**src/rtl/adder_pkg.sv**
```systemverilog
// adder_pkg: shared FSM state type and default operand width for the serial adder
package adder_pkg;
    typedef enum logic [1:0] {
        IDLE = 2'd0,
        RUN  = 2'd1,
        DONE = 2'd2
    } state_t;
    localparam int WIDTH_DEF = 8;
endpackage

```
**src/rtl/bit_serial_adder_fa.sv**
```systemverilog
// FullAdder: combinational 1-bit full adder cell
module FullAdder (
    input  logic a,
    input  logic b,
    input  logic c,
    output logic sum,
    output logic carry
);
    assign sum   = a ^ b ^ c;
    assign carry = (a & b) | (a & c) | (b & c);
endmodule

```
**src/rtl/bit_serial_adder.sv**
```systemverilog
// bit_serial_adder: LSB-first multi-bit add through one FullAdder with a recirculated carry flop
module bit_serial_adder
    import adder_pkg::*;
#(
    parameter int WIDTH = WIDTH_DEF
) (
    input  logic             clk,
    input  logic             rst,
    input  logic             start,
    input  logic [WIDTH-1:0] a,
    input  logic [WIDTH-1:0] b,
    input  logic             cin,
    output logic             busy,
    output logic             done,
    output logic [WIDTH-1:0] sum,
    output logic             cout
);
    localparam int CW = (WIDTH > 1) ? $clog2(WIDTH) : 1;

    state_t           r_state;
    logic [WIDTH-1:0] r_sha;
    logic [WIDTH-1:0] r_shb;
    logic [WIDTH-1:0] r_res;
    logic [WIDTH-1:0] r_sum;
    logic             r_carry;
    logic             r_cout;
    logic [CW-1:0]    r_cnt;
    logic             w_fa_sum;
    logic             w_fa_carry;
    logic             w_accept;
    logic             w_last;
    logic [WIDTH:0]   w_res_ext;
    logic [WIDTH-1:0] w_res_next;

    FullAdder u_fa (
        .a     (r_sha[0]),
        .b     (r_shb[0]),
        .c     (r_carry),
        .sum   (w_fa_sum),
        .carry (w_fa_carry)
    );

    assign w_accept   = start && (r_state != RUN);
    assign w_last     = (r_state == RUN) && (r_cnt == CW'(WIDTH - 1));
    // new sum bit enters at the MSB; the slice also covers WIDTH=1
    assign w_res_ext  = {w_fa_sum, r_res};
    assign w_res_next = w_res_ext[WIDTH:1];

    always_ff @(posedge clk or posedge rst) begin
        if (rst)
            r_state <= IDLE;
        else if (w_accept)
            r_state <= RUN;
        else if (w_last)
            r_state <= DONE;
        else if (r_state == DONE)
            r_state <= IDLE;
    end

    always_ff @(posedge clk or posedge rst) begin
        if (rst) begin
            r_sha   <= '0;
            r_shb   <= '0;
            r_res   <= '0;
            r_carry <= 1'b0;
            r_cnt   <= '0;
        end else if (w_accept) begin
            r_sha   <= a;
            r_shb   <= b;
            r_res   <= '0;
            r_carry <= cin;
            r_cnt   <= '0;
        end else if (r_state == RUN) begin
            r_sha   <= r_sha >> 1;
            r_shb   <= r_shb >> 1;
            r_res   <= w_res_next;
            r_carry <= w_fa_carry;
            r_cnt   <= r_cnt + CW'(1);
        end
    end

    always_ff @(posedge clk or posedge rst) begin
        if (rst) begin
            r_sum  <= '0;
            r_cout <= 1'b0;
        end else if (w_last) begin
            r_sum  <= w_res_next;
            r_cout <= w_fa_carry;
        end
    end

    assign busy = (r_state == RUN);
    assign done = (r_state == DONE);
    assign sum  = r_sum;
    assign cout = r_cout;
endmodule

```
**config.mk**
```make
export PLATFORM = sky130hd
export DESIGN_NAME = bit_serial_adder
export DESIGN_NICKNAME = d
export VERILOG_FILES = /design/src/rtl/adder_pkg.sv /design/src/rtl/bit_serial_adder_fa.sv /design/src/rtl/bit_serial_adder.sv
export SDC_FILE = /design/constraint.sdc
export NUM_CORES = 1
export LEC_CHECK = 0
export BUFFER_PORTS_ARGS = -buffer_cell sky130_fd_sc_hd__buf_4
export CORE_MARGIN = 3
export CORE_UTILIZATION = 40
export DETAILED_ROUTE_END_ITERATION = 16
export PLACE_DENSITY = 0.6
export SLEW_MARGIN = 20
export SYNTH_ARGS = -nofsm -noshare
export SYNTH_HDL_FRONTEND = slang
export SYNTH_HIERARCHICAL = 1
export SYNTH_SLANG_ARGS = --single-unit
```
**constraint.sdc**
```tcl
create_clock -name clk -period 1.7 [get_ports clk]
set_clock_uncertainty 0.05 [all_clocks]
set_input_delay 0.255 -clock clk [delete_from_list [all_inputs] [get_ports clk]]
set_output_delay 0.255 -clock clk [all_outputs]
set_load 0.1 [all_outputs]
```
==> metrics.md <==
| Metric | Value |
|---|---|
| Status | `finished, final reports clean` |
| Worst Path Arrival | `1.71 ns` |
| Critical Path RT | `1.82 ns` |
| Initial antenna violation count | `0` |
| Layout area overhead | `19.1%` |
| Delay-heaviest family, CP | `flip-flops` |
| Setup TNS Final | `0 ns` |
| Hold Fails Final Rpt | `0` |
| Max-Cap Viols | `0` |
| Worst Tran Pin Value | `0.474 ns` |
| CP max FO | `10` |
| Distinct cells, synth | `17` |
| Most frequent cells in the layout | `dfrtp_1 (38), buf_4 (33), mux2_2 (30)` |
| RSZ-0062 raised after global routing | `no` |
| Fin crit share | `93.3%` |
| Mapped Avg Cell Area | `15.3 um^2` |
| DR pass1 iterations | `3` |
| Min Tclk post-route | `1.59 ns` |
| Detail Placement HPWL | `2.02 mm` |
| Num CTS Buffers | `5` |
| Pin count of the biggest net entering global routing | `39` |
| FF+latch area | `951 um^2` |
| Crit Path Category | `flop to flop` |
| # IOs | `31` |
| Fmax | `630 MHz` |
| Area of the mapped netlist | `1840 um^2` |
| CTS tree | `done` |
| Multi-input logic area | `811 um^2` |
| Fillers | `398` |
| Final ANT Viol Nets | `0` |
| Residual DRC | `0` |
| CTS max path bufs | `2` |
| Vias in the first global route | `1121` |
| WP buf/inv | `1` |
| FF+latch count, synth | `38` |
| CP cell instances | `ha_1, ha_1, nand3b_1, buf_12, mux2_2` |
| DR vias | `1032` |
| Crit-path max cell delay | `0.41 ns` |
| Post-DR wirelength/cell | `14.2 um` |
| Slew margin rel. | `68.4%` |
| Chip width | `73.9 um` |
| # clock sinks | `38` |
| Hold Path Class | `input pin to async pin` |
| Share of layout cells above drive strength 1 | `58.7%` |
| Post-CTS setup buffer count | `0` |
| Hold WS | `0.0358 ns` |
| Most common cell after layout, fill and taps aside | `dfrtp_1` |
| CTS Root Cell | `clkbuf_8` |
| Inserted Diodes | `0` |
| Core footprint | `4410 um^2` |
| FP Rows | `24` |
| Die Y | `73.9 um` |
| Cells after Synth | `120` |
| H-tree depth | `2` |
| Port bufs | `30` |
| All-Layer GR Usage | `12.6%` |
| Yosys warns | `6` |
| Slew Limit Fails | `0` |
| Setup crit end kind | `flop` |
| Post-synthesis sequential area ratio | `51.6%` |
| Crit start category | `flop` |
| Routability congestion estimate | `0.653` |
| Global-route wire length before repair | `5.13 mm` |
| Net count, final | `178` |
| Clock transition at the registers of the reported paths | `0.07 ns` |
| Worst skew pair latency | `0.28 ns` |
| Global route total overflow | `0` |
| Initial DRC count | `31` |
| Cell mode on critical path | `ha_1` |
| Initial Util | `41.7%` |
| Die area | `5450 um^2` |
| Total routed wirelength | `2.93 mm` |
| Via density per instance | `4.99` |
| Setup Viol. Count Final | `0` |
| Synthesized Nets | `143` |
| Crit-path slowest cell | `dfrtp_1` |
==> cells in the mapped netlist, drive strengths merged <==
cell     n  area, um^2
buf      7        77.6
and2b    4        30.0
fa       1        20.0
nand2b   4        25.0
nor2     2        7.51
o21a     1        7.51
nand3b   1        7.51
mux2    48         608
inv      2        7.51
dfrtp   38         951
ha       2        25.0
a21boi   1        7.51
nor2b    6        37.5
mux2i    3        30.0
==> layout make-up <==
class,count,area share (%)
flip-flops and latches,38,43.4
inverters,2,0.513
multi-input cells,73,37.0
well taps,52,2.97
clock buffers,7,3.48
repair buffers,35,12.7
==> path summary, 6_finish.rpt <==
| kind | from | endpoint | slack [ns] | depth (start not counted) |
|---|---|---|---|---|
| max | r_cnt[0]$_DFFE_PP0P_ | sum[0]$_DFFE_PP0P_ | 0.11 | 5 |
| min | rst | r_res[4]$_DFFE_PP0P_ | 0.04 | 3 |
| max reg2reg | r_cnt[0]$_DFFE_PP0P_ | sum[0]$_DFFE_PP0P_ | 0.11 | 5 |
| min reg2reg | sum[6]$_DFFE_PP0P_ | sum[6]$_DFFE_PP0P_ | 0.46 | 1 |
| max in group asynchronous | rst | r_shb[0]$_DFFE_PP0P_ | 1.23 | 3 |
| min in group clk | a[7] | r_sha[7]$_DFFE_PP0P_ | 0.17 | 3 |
==> logic make-up after synthesis <==
family	Yosys count	synth area share (%)
muxes	51	34.6
DFF	38	51.6
and+or+nand+nor	17	5.84
buffers and inverters	9	4.62
adders and majority gates	3	2.45
AOI/OAI and AO/OA	2	0.816
==> worst min-delay path, delay by kind of cell <==
family	cells	cell delay (ns)
buf+inv	3	0.56
==> repair_timing <==
action	in CTS	in global routing
setup endpoints to repair	0	1
gates resized for setup	0	1
hold buffers	0	0
==> registers in the layout, indices dropped and copies added, names as in the netlist <==
| register | flops |
|---|---|
| r_state | 2 |
| r_shb | 8 |
| r_res | 7 |
| r_cnt | 3 |
| r_carry | 1 |
| r_sha | 8 |
| sum | 8 |
| cout | 1 |
==> per-layer routing <==
| layer | wire [um] | share of wire, % | GRT usage [%] |
|---|---|---|---|
| met1 | 1290 | 44 | 14.8 |
| met2 | 1380 | 47 | 20.3 |
| met3 | 195 | 6.7 | 4.65 |
| met4 | 59 | 2.0 | 6.04 |
| met5 | 0 | 0 | 0 |
==> stage by stage <==
stage / instances / cell area [um^2] / utilization, % / worst slack, ns
4_1_cts: 207 / 2190 / 49.6 / 0.0537
2_1_floorplan: 120 / 1850 / - / 0.172
5_1_grt: 207 / 2190 / 49.7 / 0.0351
3_3_place_gp: 200 / 2110 / 47.9 / 0.177
3_5_place_dp: 200 / 2110 / 47.9 / 0.118
6_report: 207 / 2190 / 49.7 / 0.114
Power is left out: the tool's default activity adds up to more than one toggle a clock period on the data nets, which glitch-free logic cannot reach.
